File: src/rtl/ccd_line_capture.sv
// ----------------------------------------------------------------------------
// ccd_line_capture
//
// Receive-side framing for a linear CCD read out under shift-gate (SH)
// control. The block watches the SH pulse train that goes to the sensor and
// uses it to cut the ADC sample stream into lines:
//   - a qualified SH pulse (high for at least SH_MIN_HIGH cycles) starts a
//     readout; the SH fall arms the framer;
//   - the first DUMMY_LEAD valid samples after the fall are discarded;
//   - the next PIXELS valid samples are forwarded with their index and with
//     line start / line end markers;
//   - an SH rise before the line completes aborts it (overrun pulse);
//   - SH_TIMEOUT cycles after a rise with no further rise raise a sticky
//     timeout flag and drop any partial line.
//
// Ports
//   clk         in   system clock
//   rst         in   synchronous reset, active-high
//   sh_in       in   SH pulse, already synchronous to clk
//   adc_data    in   ADC sample (DATA_W bits)
//   adc_valid   in   adc_data is valid this cycle
//   pix_data    out  forwarded sample (DATA_W bits)
//   pix_valid   out  pix_data / pix_index are valid
//   pix_index   out  0..PIXELS-1 position of the forwarded sample
//   line_start  out  marks the sample with index 0
//   line_end    out  marks the sample with index PIXELS-1
//   line_count  out  number of completed lines, wraps 0xFFFF -> 0
//   overrun     out  one-cycle pulse: line aborted by an early SH rise
//   timeout     out  sticky: no SH rise within SH_TIMEOUT cycles
//
// All outputs are registered; a forwarded sample appears one cycle after the
// cycle in which it was presented with adc_valid.
// ----------------------------------------------------------------------------
module ccd_line_capture #(
    parameter int DATA_W      = 12,
    parameter int PIXELS      = 3648,
    parameter int DUMMY_LEAD  = 32,
    parameter int SH_MIN_HIGH = 2,
    parameter int SH_TIMEOUT  = 65535
) (
    input  logic              clk,
    input  logic              rst,
    input  logic              sh_in,
    input  logic [DATA_W-1:0] adc_data,
    input  logic              adc_valid,
    output logic [DATA_W-1:0] pix_data,
    output logic              pix_valid,
    output logic [15:0]       pix_index,
    output logic              line_start,
    output logic              line_end,
    output logic [15:0]       line_count,
    output logic              overrun,
    output logic              timeout
);

    // ------------------------------------------------------------------------
    // Constants folded to the 16-bit counter width
    // ------------------------------------------------------------------------
    localparam logic [15:0] C_LAST_PIX = 16'(PIXELS - 1);
    localparam logic [15:0] C_DUMMY    = 16'(DUMMY_LEAD);
    localparam logic [15:0] C_MIN_HIGH = 16'(SH_MIN_HIGH);
    localparam logic [15:0] C_TIMEOUT  = 16'(SH_TIMEOUT);
    localparam logic [15:0] C_CNT_MAX  = 16'hFFFF;

    typedef enum logic [2:0] {
        S_WAIT_SH  = 3'd0,
        S_SH_HIGH  = 3'd1,
        S_SKIP     = 3'd2,
        S_CAPTURE  = 3'd3,
        S_DONE     = 3'd4
    } state_t;

    // ------------------------------------------------------------------------
    // State and counters
    // ------------------------------------------------------------------------
    state_t      r_state;
    logic        r_sh_q;
    logic [15:0] r_hcnt;      // SH high width of the current pulse
    logic [15:0] r_scnt;      // dummy samples discarded so far
    logic [15:0] r_pcnt;      // index of the next sample to forward
    logic [15:0] r_tcnt;      // cycles since the last SH rise
    logic        r_tarmed;    // a rise has been seen since reset

    // Registered outputs
    logic [DATA_W-1:0] r_pix_data;
    logic              r_pix_valid;
    logic [15:0]       r_pix_index;
    logic              r_line_start;
    logic              r_line_end;
    logic [15:0]       r_line_count;
    logic              r_overrun;
    logic              r_timeout;

    // Next-state / decode wires
    state_t      w_state_next;
    logic [15:0] w_hcnt_next;
    logic [15:0] w_scnt_next;
    logic [15:0] w_pcnt_next;
    logic        w_rise;
    logic        w_fall;
    logic        w_tout_hit;
    logic        w_fwd;
    logic        w_last;
    logic        w_overrun;

    // ------------------------------------------------------------------------
    // SH edge detection. r_sh_q resets high so that an SH line already high
    // when reset is released is not mistaken for a fresh rise.
    // ------------------------------------------------------------------------
    assign w_rise = sh_in & ~r_sh_q;
    assign w_fall = ~sh_in & r_sh_q;

    // The timeout only counts once a first rise has been seen, so an idle
    // sensor after reset does not flag. A rise in the very cycle the count
    // expires wins: it restarts the count and is treated as a normal rise.
    assign w_tout_hit = r_tarmed && (r_tcnt == C_TIMEOUT) && !w_rise;

    // ------------------------------------------------------------------------
    // Process 1: state register and datapath registers
    // ------------------------------------------------------------------------
    always_ff @(posedge clk) begin
        if (rst) begin
            r_state      <= S_WAIT_SH;
            r_sh_q       <= 1'b1;
            r_hcnt       <= '0;
            r_scnt       <= '0;
            r_pcnt       <= '0;
            r_tcnt       <= '0;
            r_tarmed     <= 1'b0;
            r_pix_data   <= '0;
            r_pix_valid  <= 1'b0;
            r_pix_index  <= '0;
            r_line_start <= 1'b0;
            r_line_end   <= 1'b0;
            r_line_count <= '0;
            r_overrun    <= 1'b0;
            r_timeout    <= 1'b0;
        end else begin
            r_state <= w_state_next;
            r_sh_q  <= sh_in;
            r_hcnt  <= w_hcnt_next;
            r_scnt  <= w_scnt_next;
            r_pcnt  <= w_pcnt_next;

            // Rise-to-rise watchdog, saturating at the timeout value so the
            // flag condition holds until the next rise.
            if (w_rise) begin
                r_tcnt   <= '0;
                r_tarmed <= 1'b1;
            end else if (r_tarmed && (r_tcnt != C_TIMEOUT)) begin
                r_tcnt <= r_tcnt + 16'd1;
            end

            if (w_rise) begin
                r_timeout <= 1'b0;
            end else if (w_tout_hit) begin
                r_timeout <= 1'b1;
            end

            // Pixel output stage. Data and index only move on a forwarded
            // sample; the strobes are refreshed every cycle.
            r_pix_valid  <= w_fwd;
            r_line_start <= w_fwd && (r_pcnt == 16'd0);
            r_line_end   <= w_last;
            r_overrun    <= w_overrun;
            if (w_fwd) begin
                r_pix_data  <= adc_data;
                r_pix_index <= r_pcnt;
            end
            if (w_last) begin
                r_line_count <= r_line_count + 16'd1;
            end
        end
    end

    // ------------------------------------------------------------------------
    // Process 2: next-state and counter logic
    // ------------------------------------------------------------------------
    always_comb begin
        w_state_next = r_state;
        w_hcnt_next  = r_hcnt;
        w_scnt_next  = r_scnt;
        w_pcnt_next  = r_pcnt;

        if (w_tout_hit) begin
            // Watchdog expiry drops whatever line was in flight.
            w_state_next = S_WAIT_SH;
        end else begin
            case (r_state)
                S_WAIT_SH: begin
                    if (w_rise) begin
                        w_state_next = S_SH_HIGH;
                        w_hcnt_next  = 16'd1;
                    end
                end

                S_SH_HIGH: begin
                    if (w_fall) begin
                        w_scnt_next = '0;
                        w_pcnt_next = '0;
                        if (r_hcnt < C_MIN_HIGH) begin
                            // Too short to be a real transfer pulse.
                            w_state_next = S_WAIT_SH;
                        end else if (C_DUMMY == 16'd0) begin
                            w_state_next = S_CAPTURE;
                        end else begin
                            w_state_next = S_SKIP;
                        end
                    end else if (sh_in && (r_hcnt != C_CNT_MAX)) begin
                        w_hcnt_next = r_hcnt + 16'd1;
                    end
                end

                S_SKIP: begin
                    if (w_rise) begin
                        // Early SH: abort and start measuring the new pulse.
                        w_state_next = S_SH_HIGH;
                        w_hcnt_next  = 16'd1;
                    end else if (adc_valid) begin
                        w_scnt_next = r_scnt + 16'd1;
                        if ((r_scnt + 16'd1) == C_DUMMY) begin
                            w_state_next = S_CAPTURE;
                            w_pcnt_next  = '0;
                        end
                    end
                end

                S_CAPTURE: begin
                    if (adc_valid && (r_pcnt == C_LAST_PIX)) begin
                        // The last sample completes the line even if SH rises
                        // in the same cycle; that rise then starts the next
                        // pulse directly.
                        w_pcnt_next = '0;
                        if (w_rise) begin
                            w_state_next = S_SH_HIGH;
                            w_hcnt_next  = 16'd1;
                        end else begin
                            w_state_next = S_DONE;
                        end
                    end else if (w_rise) begin
                        w_state_next = S_SH_HIGH;
                        w_hcnt_next  = 16'd1;
                    end else if (adc_valid) begin
                        w_pcnt_next = r_pcnt + 16'd1;
                    end
                end

                S_DONE: begin
                    if (w_rise) begin
                        w_state_next = S_SH_HIGH;
                        w_hcnt_next  = 16'd1;
                    end
                end

                default: begin
                    w_state_next = S_WAIT_SH;
                end
            endcase
        end
    end

    // ------------------------------------------------------------------------
    // Process 3: output decode feeding the registered output stage
    // ------------------------------------------------------------------------
    always_comb begin
        w_fwd     = 1'b0;
        w_last    = 1'b0;
        w_overrun = 1'b0;

        if (!w_tout_hit) begin
            if (r_state == S_CAPTURE) begin
                // A sample that coincides with an aborting rise is dropped,
                // except the final one, which still closes the line.
                if (adc_valid && (!w_rise || (r_pcnt == C_LAST_PIX))) begin
                    w_fwd  = 1'b1;
                    w_last = (r_pcnt == C_LAST_PIX);
                end
                if (w_rise && !(adc_valid && (r_pcnt == C_LAST_PIX))) begin
                    w_overrun = 1'b1;
                end
            end else if (r_state == S_SKIP) begin
                w_overrun = w_rise;
            end
        end
    end

    // ------------------------------------------------------------------------
    // Output drive
    // ------------------------------------------------------------------------
    assign pix_data   = r_pix_data;
    assign pix_valid  = r_pix_valid;
    assign pix_index  = r_pix_index;
    assign line_start = r_line_start;
    assign line_end   = r_line_end;
    assign line_count = r_line_count;
    assign overrun    = r_overrun;
    assign timeout    = r_timeout;

endmodule

File: config.mk
export PLATFORM = sky130hd
export DESIGN_NAME = ccd_line_capture
export DESIGN_NICKNAME = d
export VERILOG_FILES = /design/src/rtl/ccd_line_capture.sv
export SDC_FILE = /design/constraint.sdc
export NUM_CORES = 1
export LEC_CHECK = 0
export ABC_AREA = 1
export CAP_MARGIN = 10
export CORE_UTILIZATION = 43
export CTS_CLUSTER_SIZE = 40
export DETAILED_ROUTE_END_ITERATION = 8
export MAX_ROUTING_LAYER = met4
export PLACE_DENSITY_LB_ADDON = 0.1
export SYNTH_ARGS = -nofsm -noshare
export SYNTH_HDL_FRONTEND = slang
export SYNTH_SLANG_ARGS = --single-unit
File: constraint.sdc
create_clock -name clk -period 5.9 [get_ports clk]
set_clock_uncertainty 0.15 [all_clocks]
set_input_delay 1.18 -clock clk [delete_from_list [all_inputs] [get_ports clk]]
set_output_delay 1.18 -clock clk [all_outputs]
set_load 0.05 [all_outputs]
==> flow_metrics.py, run 1 <==
metrics = {
    "status": {
        "status": "completed",
    },
    "clock_tree": {
        "cts_hold_buf": 0,
        "clkLatencyLatePin_ns": 0.41,
        "path_clk_slew_ns": 0.06,
        "cts.repair.resized": 0,
        "cts_tree": "done",
        "htree_levels": 4,
        "cts_made_buffers": 17,
        "clk_path_buf_depth": 2,
        "post_cts_buffers": 0,
        "cts_root_buf": "clkbuf_16",
        "cts_sinks": 118,
    },
    "finish": {
        "utilization_pct": 53.2,
        "fin_area_um2": 7740,
        "drive_gt1_share_pct": 8.65,
        "fillers": 1478,
        "area_delta_synth_final_pct": 20.7,
        "antenna_cells": 0,
        "final_nets": 1027,
    },
    "logic_synthesis": {
        "syn-num-nets": 968,
        "ys_warn_count": 0,
        "ys.flop_type": "dfxtp_1",
        "synth_common_cells": "nand2_1 (204), dfxtp_1 (118), inv_1 (108)",
        "yosysTopAreaCellShare_pct": 36.8,
        "synthCells": 945,
        "ys_types": 47,
        "synth_area_leaders": "dfxtp_1 (37%), nand2_1 (12%), a21oi_1 (8.0%), inv_1 (6.3%), nor2_1 (6.0%)",
        "synth_top_area_cell": "dfxtp_1",
        "synth_edf_count": 0,
        "ys_seq_elements": 118,
        "synth-async-reset-ratio_pct": 0,
        "yosysMostFrequentCell": "nand2_1",
        "postSynthAreaPerCell_um2": 6.78,
        "syn_area_um2": 6410,
        "synth-seq-area-share_pct": 36.8,
    },
    "route": {
        "drt_iter0_drc": 289,
        "drt-pass1-iter-count": 6,
        "vias": 6007,
        "wirelength_um": 14900,
        "ant_nets": 0,
        "wl_per_cell_um": 12.4,
        "post-route-drc-count": 0,
        "viasPerCell": 5.00,
    },
    "pwr": {
        "irDropWorstVdd_v": 0.000179,
        "finalPower_mw": 1.97,
        "p_per_area_nw_per_um2": 254,
        "power.leakage_nw": 2.72,
    },
    "worst_setup_path": {
        "slowest_delay_ns": 0.71,
        "reg2reg_to": "pix_index[5]$_SDFFE_PP0P_",
        "reg2reg_from": "r_pcnt[0]$_SDFFE_PP0P_",
        "cpMaxStageDelayCell": "nand3_2",
        "crit_path_start_kind": "input port",
        "crit_type": "input port to register",
        "r2r_slack_ns": 3.04,
        "path_cells": "clkdlybuf4s50_1, inv_1, nor2_1, nand3_1, nor2_1, nand2_2, nand2_2, nand3_2, o21ai_0, a21oi_1",
        "worstPathMaxFanout": 57,
        "endpoint_kind": "register",
        "arrival_ns": 3.62,
        "r2r_cells": 10,
        "critPathRequiredTime_ns": 6.02,
    },
    "placement": {
        "place_congestion": 0.888,
        "hpwlAfterDp_um": 10400,
        "io_buffer_count": 64,
        "placed_cell_area_um2": 7150,
    },
    "grt": {
        "grt_pass1_wl_um": 24800,
        "grt_pass1_vias": 5290,
        "antenna_found_initial": 0,
        "grt_overflow_total": 0,
        "grt_max_degree": 58,
        "track_usage_pct": 20.9,
    },
    "sta": {
        "fin_crit_ns": 3.50,
        "setup_viol": 0,
        "final-max-slew-violation-count": 0,
        "slew_headroom_pct": 36.6,
        "max_slew.worst_pin.slew_ns": 0.951,
        "max_freq_mhz": 285,
        "final.period_utilization_pct": 59.4,
        "setup_tns_ns": 0,
        "hold_viol": 0,
        "rsz0062_at_grt": "false",
    },
    "floorplanning": {
        "num_rows": 44,
        "die_height_um": 124,
        "ioPinCount": 65,
        "die_x_um": 124,
        "dieArea_um2": 15400,
        "core-area_um2": 14500,
        "start_util_pct": 44.1,
    },
    "worst_hold_path": {
        "hold_path_end": "pix_index[1]$_SDFFE_PP0P_",
        "hp-class": "register to register",
        "hp-start": "pix_index[1]$_SDFFE_PP0P_",
        "hold_depth": 2,
    },
    "flow_run": {
        "cap_violations": 0,
    },
}
==> worst max-delay path: cells and delay by family <==
family	cells	cell delay (ns)
AO/OA/AOI/OAI	2	0.55
buffers and inverters	2	0.67
AND/OR/NAND/NOR	6	1.19
==> worst max path at each step <==
stage / startpoint / end / slack [ns]
after floorplan: sh_in / r_hcnt[3]$_SDFFE_PP0P_ / 3.30
after global placement: adc_valid / pix_index[13]$_SDFFE_PP0P_ / 2.08
after CTS: adc_valid / pix_index[5]$_SDFFE_PP0P_ / 2.33
after global routing: adc_valid / pix_index[3]$_SDFFE_PP0P_ / 2.10
after detailed placement: adc_valid / pix_index[5]$_SDFFE_PP0P_ / 1.87
final: adc_valid / pix_index[5]$_SDFFE_PP0P_ / 2.40
==> per-layer routing <==
metal | track usage, % | part of all wire (%) | up-vias
met5 | - | 0 | -
met4 | 7.14 | 1.1 | 0
met3 | 4.40 | 4.2 | 13
met2 | 32.0 | 44 | 104
met1 | 27.3 | 51 | 2680
li1 | - | - | 3210
==> flip-flops by register name, summed over array words and instances (netlist names) <==
name	flops
line_start	1
overrun	1
r_state	3
pix_data	12
pix_valid	1
line_end	1
r_sh_q	1
r_scnt	16
r_hcnt	16
r_pcnt	16
line_count	16
r_tcnt	16
r_tarmed	1
timeout	1
pix_index	16
==> cell usage in the layout (no fill, tap or decap), drive strengths merged <==
cell type        n
nand2          214
inv            121
dfxtp          118
nor2           115
a21oi          104
nand3           68
clkdlybuf4s50   63
o21ai           49
nand4           26
xor2            23
nor3            23
clkbuf          18
nor4            13
clkinv           9
xnor2            8
or2              8
ha               7
o21a             4
clkinvlp         4
buf              4
a211oi           3
nor3b            3
o31ai            2
nand3b           2
bufinv           2
o22ai            1
o211a            1
and2             1
o211ai           1
o311ai           1
and3             1
==> metrics by stage <==
step	worst slack (ns)	hold WS [ns]	cells
final	2.40	0.290	1201
after global routing	2.10	0.305	1201
after CTS	2.33	0.293	1201
after detailed placement	1.87	0.284	1169
after global placement	2.08	0.281	1169
after floorplan	3.30	0.287	945
==> where the power goes <==
| part | internal (mW) | switching [mW] |
|---|---|---|
| clock network | 0.635 | 0.385 |
| registers | 0.807 | 0.0148 |
| logic | 0.0412 | 0.0861 |
| total | 1.48 | 0.486 |
==> cell families after synthesis <==
| family | synth area share (%) |
|---|---|
| fa+ha+maj | 1.37 |
| xor+xnor | 4.23 |
| buf+inv | 9.62 |
| flops | 36.8 |
| compound gates | 13.7 |
| simple gates | 34.2 |
==> area by class of cell <==
| class | instances | area, um^2 | share of cell area [%] |
|---|---|---|---|
| Inverter | 122 | 459 | 5.93 |
| Timing Repair Buffer | 67 | 658 | 8.50 |
| Clock buffer | 18 | 439 | 5.68 |
| Multi-Input combinational cell | 678 | 3440 | 44.4 |
| Tap cell | 184 | 230 | 2.97 |
| Sequential cell | 118 | 2360 | 30.5 |
| Clock inverter | 14 | 153 | 1.97 |
No activity file was read; power rests on OpenSTA's default activity.
==> inputs of run 2 (changes only) <==
==> constraint.sdc (replaced) <==
create_clock -name clk -period 3.6 [get_ports clk]
set_clock_uncertainty 0.15 [all_clocks]
set_input_delay 0.72 -clock clk [delete_from_list [all_inputs] [get_ports clk]]
set_output_delay 0.72 -clock clk [all_outputs]
set_load 0.05 [all_outputs]
==> flow_metrics.py, run 2 (synthesis gave the netlist of run 1 again) <==
metrics = {
    "status": {
        "status": "completed",
    },
    "pwr": {
        "irDropWorstVdd_v": 0.000331,
        "power.leakage_nw": 2.77,
        "p_per_area_nw_per_um2": 427,
        "finalPower_mw": 3.34,
    },
    "worst_hold_path": {
        "hp-start": "pix_data[4]$_SDFFE_PP0P_",
        "hold_path_end": "pix_data[4]$_SDFFE_PP0P_",
        "hp-class": "register to register",
        "hold_depth": 2,
    },
    "floorplanning": {
        "dieArea_um2": 15400,
        "num_rows": 44,
        "die_height_um": 124,
        "core-area_um2": 14500,
        "ioPinCount": 65,
        "start_util_pct": 44.1,
        "die_x_um": 124,
    },
    "grt": {
        "grt_max_degree": 58,
        "grt_pass1_wl_um": 25100,
        "track_usage_pct": 21.4,
        "grt_overflow_total": 0,
        "antenna_found_initial": 0,
        "grt_pass1_vias": 5345,
    },
    "sta": {
        "fin_crit_ns": 2.66,
        "hold_viol": 0,
        "max_slew.worst_pin.slew_ns": 0.609,
        "setup_viol": 0,
        "final.period_utilization_pct": 74.0,
        "slew_headroom_pct": 59.2,
        "max_freq_mhz": 375,
        "setup_tns_ns": 0,
        "final-max-slew-violation-count": 0,
        "rsz0062_at_grt": "false",
    },
    "placement": {
        "hpwlAfterDp_um": 10600,
        "place_congestion": 0.923,
        "io_buffer_count": 64,
    },
    "route": {
        "drt_iter0_drc": 375,
        "wl_per_cell_um": 12.5,
        "dr_wl_met3_um": 631,
        "wirelength_um": 15100,
        "dr.max_layer_used": "met4",
        "vias": 6046,
        "post-route-drc-count": 0,
        "m1WireLength_um": 7420,
        "drt-pass1-iter-count": 5,
        "ant_nets": 0,
        "viasPerCell": 5.01,
        "met2_length_um": 6800,
    },
    "clock_tree": {
        "cts.repair.resized": 0,
        "cts_tree": "done",
        "clkLatencyLatePin_ns": 0.42,
        "htree_levels": 4,
        "cts_root_buf": "clkbuf_16",
        "clk_path_buf_depth": 2,
        "cts_sinks": 118,
        "cts_made_buffers": 17,
        "cts_hold_buf": 0,
        "path_clk_slew_ns": 0.06,
        "post_cts_buffers": 0,
    },
    "finish": {
        "final_nets": 1032,
        "layout_commonest_cell": "nand2_1",
        "drive_gt1_share_pct": 9.00,
        "final_cell_mix": "nand2_1 (204), dfxtp_1 (118), inv_1 (108)",
        "antenna_cells": 0,
        "area_delta_synth_final_pct": 21.9,
    },
    "worst_setup_path": {
        "reg2reg_to": "r_pcnt[3]$_SDFFE_PP0P_",
        "slowest_delay_ns": 0.59,
        "arrival_ns": 2.80,
        "cpMaxStageDelayCell": "clkdlybuf4s50_1",
        "worstPathMaxFanout": 12,
        "endpoint_kind": "register",
        "crit_type": "input port to register",
        "path_common_cell": "nor2_1",
        "crit_path_start_kind": "input port",
        "path_cells": "clkdlybuf4s50_1, inv_1, nor2_1, nand3_1, nor2_1, nand2_2, nand2_2, nor2_1, nor3_4, buf_4, nand3_1, nand2_1, nor2_1",
        "critPathRequiredTime_ns": 3.74,
        "r2r_slack_ns": 1.03,
        "reg2reg_from": "r_scnt[0]$_SDFFE_PP0P_",
        "r2r_cells": 12,
        "critical-path-top-delay-family": "simple AND/OR/NAND/NOR gates",
        "crit_buf_inv": 3,
    },
    "flow_run": {
        "cap_violations": 0,
    },
}
==> run 2: changes by cell type in the layout (fill, tap and decap cells not counted), sizes merged <==
cell | previous run | this run
buf | 4 | 9
bufinv | 2 | 3
clkbuf | 18 | 22
clkinv | 9 | 6
clkinvlp | 4 | 3
inv | 121 | 120
==> run 2: layout make-up <==
type                    count  area [um^2]
clock inverters            10          144
flip-flops and latches    118         2360
well taps                 184          230
fillers                  1463         6720
repair buffers             72          696
inverters                 122          459
clock buffers              22          484
multi-input cells         678         3440
==> run 2: worst min-delay path, stage by stage (launching register included) <==
cell     delay, ns
dfxtp_1       0.30
inv_1         0.04
a21oi_1       0.04
==> run 2: through the flow <==
stage	std cells	setup WS, ns	area [um^2]	hold WS [ns]	utilization, %
floorplan	945	1.46	6410	0.287	-
global placement	1174	0.564	7180	0.281	49.4
detailed placement	1174	0.503	7180	0.284	49.4
CTS	1206	0.949	7810	0.292	53.8
global route	1206	0.684	7810	0.310	53.8
finish	1206	0.936	7810	0.288	53.8
==> run 2: report_power, final <==
part	switching [mW]	internal, mW
logic	0.142	0.0702
registers	0.0237	1.32
clock network	0.612	1.16
total	0.778	2.56
==> run 2: metal layers <==
layer  vias up  GRT usage [%]
met5         -              -
met4         0           7.44
met3        17           4.76
met2       112           32.8
met1      2692           27.5
li1       3225              -
==> run 2: how the worst max path moves through the flow <==
stage          startpoint                endpoint  slack [ns]  cells after the start
6_report        adc_valid  r_pcnt[1]$_SDFFE_PP0P_        0.94                     13
5_1_grt         adc_valid  r_pcnt[1]$_SDFFE_PP0P_        0.68                     13
4_1_cts         adc_valid  r_pcnt[1]$_SDFFE_PP0P_        0.95                     13
3_5_place_dp    adc_valid  r_pcnt[1]$_SDFFE_PP0P_        0.50                     13
3_3_place_gp    adc_valid  r_pcnt[1]$_SDFFE_PP0P_        0.56                     13
2_1_floorplan       sh_in  r_hcnt[3]$_SDFFE_PP0P_        1.46                     10
==> inputs of run 3 (changes only) <==
==> constraint.sdc (replaced) <==
create_clock -name clk -period 2.2 [get_ports clk]
set_clock_uncertainty 0.15 [all_clocks]
set_input_delay 0.44 -clock clk [delete_from_list [all_inputs] [get_ports clk]]
set_output_delay 0.44 -clock clk [all_outputs]
set_load 0.05 [all_outputs]
==> flow_metrics.py, run 3 (synthesis gave the netlist of run 1 again) <==
metrics = {
    "finish": {
        "final_cell_mix": "nand2_1 (197), dfxtp_1 (106), inv_1 (105)",
        "fin_cells": 1271,
        "final_nets": 1098,
        "area_delta_synth_final_pct": 33.9,
        "utilization_pct": 59.1,
        "fillers": 1418,
        "drive_gt1_share_pct": 19.0,
        "layout_commonest_cell": "nand2_1",
        "antenna_cells": 0,
    },
    "grt": {
        "grt_max_degree": 49,
        "track_usage_pct": 22.0,
        "grt_overflow_total": 0,
        "antenna_found_initial": 0,
        "grt_pass1_vias": 5606,
        "grt_pass1_wl_um": 25800,
    },
    "clock_tree": {
        "cts_sinks": 118,
        "cts_root_buf": "clkbuf_16",
        "htree_levels": 4,
        "cts_hold_buf": 0,
        "cts_tree": "done",
        "clkLatencyLatePin_ns": 0.42,
        "clk_path_buf_depth": 2,
        "path_clk_slew_ns": 0.06,
        "cts_made_buffers": 17,
    },
    "route": {
        "wl_per_cell_um": 13.1,
        "post-route-drc-count": 0,
        "viasPerCell": 5.04,
        "vias": 6410,
        "drt_iter0_drc": 362,
        "wirelength_um": 16600,
        "drt-pass1-iter-count": 5,
        "ant_nets": 0,
    },
    "worst_setup_path": {
        "endpoint_kind": "output pin",
        "worstPathMaxFanout": 1,
        "crit_path_start_kind": "register",
        "critical-path-top-delay-family": "buffers and inverters",
        "path_cells": "clkdlybuf4s50_1",
        "crit_type": "register to output pin",
        "arrival_ns": 1.58,
        "crit_buf_inv": 1,
        "cpMaxStageDelayCell": "clkdlybuf4s50_1",
        "critPathRequiredTime_ns": 1.61,
        "slowest_delay_ns": 0.82,
    },
    "placement": {
        "io_buffer_count": 64,
        "place_congestion": 0.910,
        "hpwlAfterDp_um": 11300,
        "place_worst_setup_slack_ns": -0.266,
        "dp.cells": 1236,
    },
    "floorplanning": {
        "die_height_um": 124,
        "ioPinCount": 65,
        "die_x_um": 124,
        "dieArea_um2": 15400,
        "num_rows": 44,
        "start_util_pct": 44.1,
        "core-area_um2": 14500,
    },
    "sta": {
        "final-max-slew-violation-count": 0,
        "final.period_utilization_pct": 98.8,
        "setup_tns_ns": 0,
        "setup_viol": 0,
        "fin_ws_ns": 0.0258,
        "hold_viol": 0,
        "max_slew.worst_pin.slew_ns": 0.524,
        "slew_headroom_pct": 65.0,
        "max_freq_mhz": 460,
        "fin_crit_ns": 2.17,
    },
    "worst_hold_path": {
        "hp-class": "register to register",
    },
    "pwr": {
        "irDropWorstVdd_v": 0.000462,
        "finalPower_mw": 5.35,
        "power.leakage_nw": 3.33,
        "p_per_area_nw_per_um2": 623,
    },
    "status": {
        "status": "completed",
    },
    "flow_run": {
        "cap_violations": 0,
    },
}
run 3: cell types whose count changed in the layout (fill, tap and decap cells not counted), moves of 5 or more:
cell	before	now
nor2_2	9	18
nor2_1	103	88
dlygate4sd2_1	0	13
buf_4	8	66
dfxtp_1	118	106
dfxtp_2	0	10
buf_12	0	5
nand2_1	204	197
nor2_4	3	9
clkdlybuf4s50_1	63	46
run 3: metal layers:
metal / part of all wire (%) / global-route usage (%) / vias up
met2: 45 / 33.3 / 135
met3: 3.8 / 4.76 / 17
met4: 1.1 / 8.48 / 0
met1: 50 / 28.5 / 2895
li1: - / - / 3363
met5: 0 / - / -
run 3: final timing paths:
path              slack (ns)                        to  cells past startpoint                     start
hold / removal          0.29  pix_data[9]$_SDFFE_PP0P_                      2  pix_data[9]$_SDFFE_PP0P_
setup reg to reg        0.08    r_pcnt[2]$_SDFFE_PP0P_                     13    r_scnt[7]$_SDFFE_PP0P_
hold reg to reg         0.29  pix_data[9]$_SDFFE_PP0P_                      2  pix_data[9]$_SDFFE_PP0P_
setup / recovery        0.03                  line_end                      1       line_end$_SDFF_PP0_
run 3: repair_timing:
action | in CTS | in global routing
gates resized for setup | 16 | 74
cloned | 0 | 2
setup buffers | 0 | 2
pin swaps | 0 | 15
endpoints found under the setup margin | 24 | 75
run 3: per-stage QoR:
step	area, um^2	hold WS (ns)
2_1_floorplan	6410	0.287
3_3_place_gp	7710	0.280
3_5_place_dp	7710	0.284
4_1_cts	8280	0.293
5_1_grt	8580	0.315
6_report	8580	0.290
run 3: worst reg2reg max path: cells and delay by family (launching register included):
| kind | cells | cell delay, ns |
|---|---|---|
| simple gates | 11 | 1.18 |
| compound gates | 1 | 0.16 |
| buf+inv | 1 | 0.15 |
| flops | 1 | 0.41 |
run 3: cell type report:
type	count	area (um^2)	area share (%)
multi-input cells	678	3640	42.4
flip-flops and latches	118	2380	27.8
repair buffers	138	1280	15.0
inverters	122	467	5.44
clock buffers	19	453	5.28
well taps	184	230	2.68
clock inverters	12	129	1.50
run 3: power by group:
group	total [mW]	internal, mW	switching (mW)
clock	2.71	1.71	0.993
combinational	0.455	0.183	0.272
sequential	2.19	2.16	0.0270
total	5.35	4.06	1.29
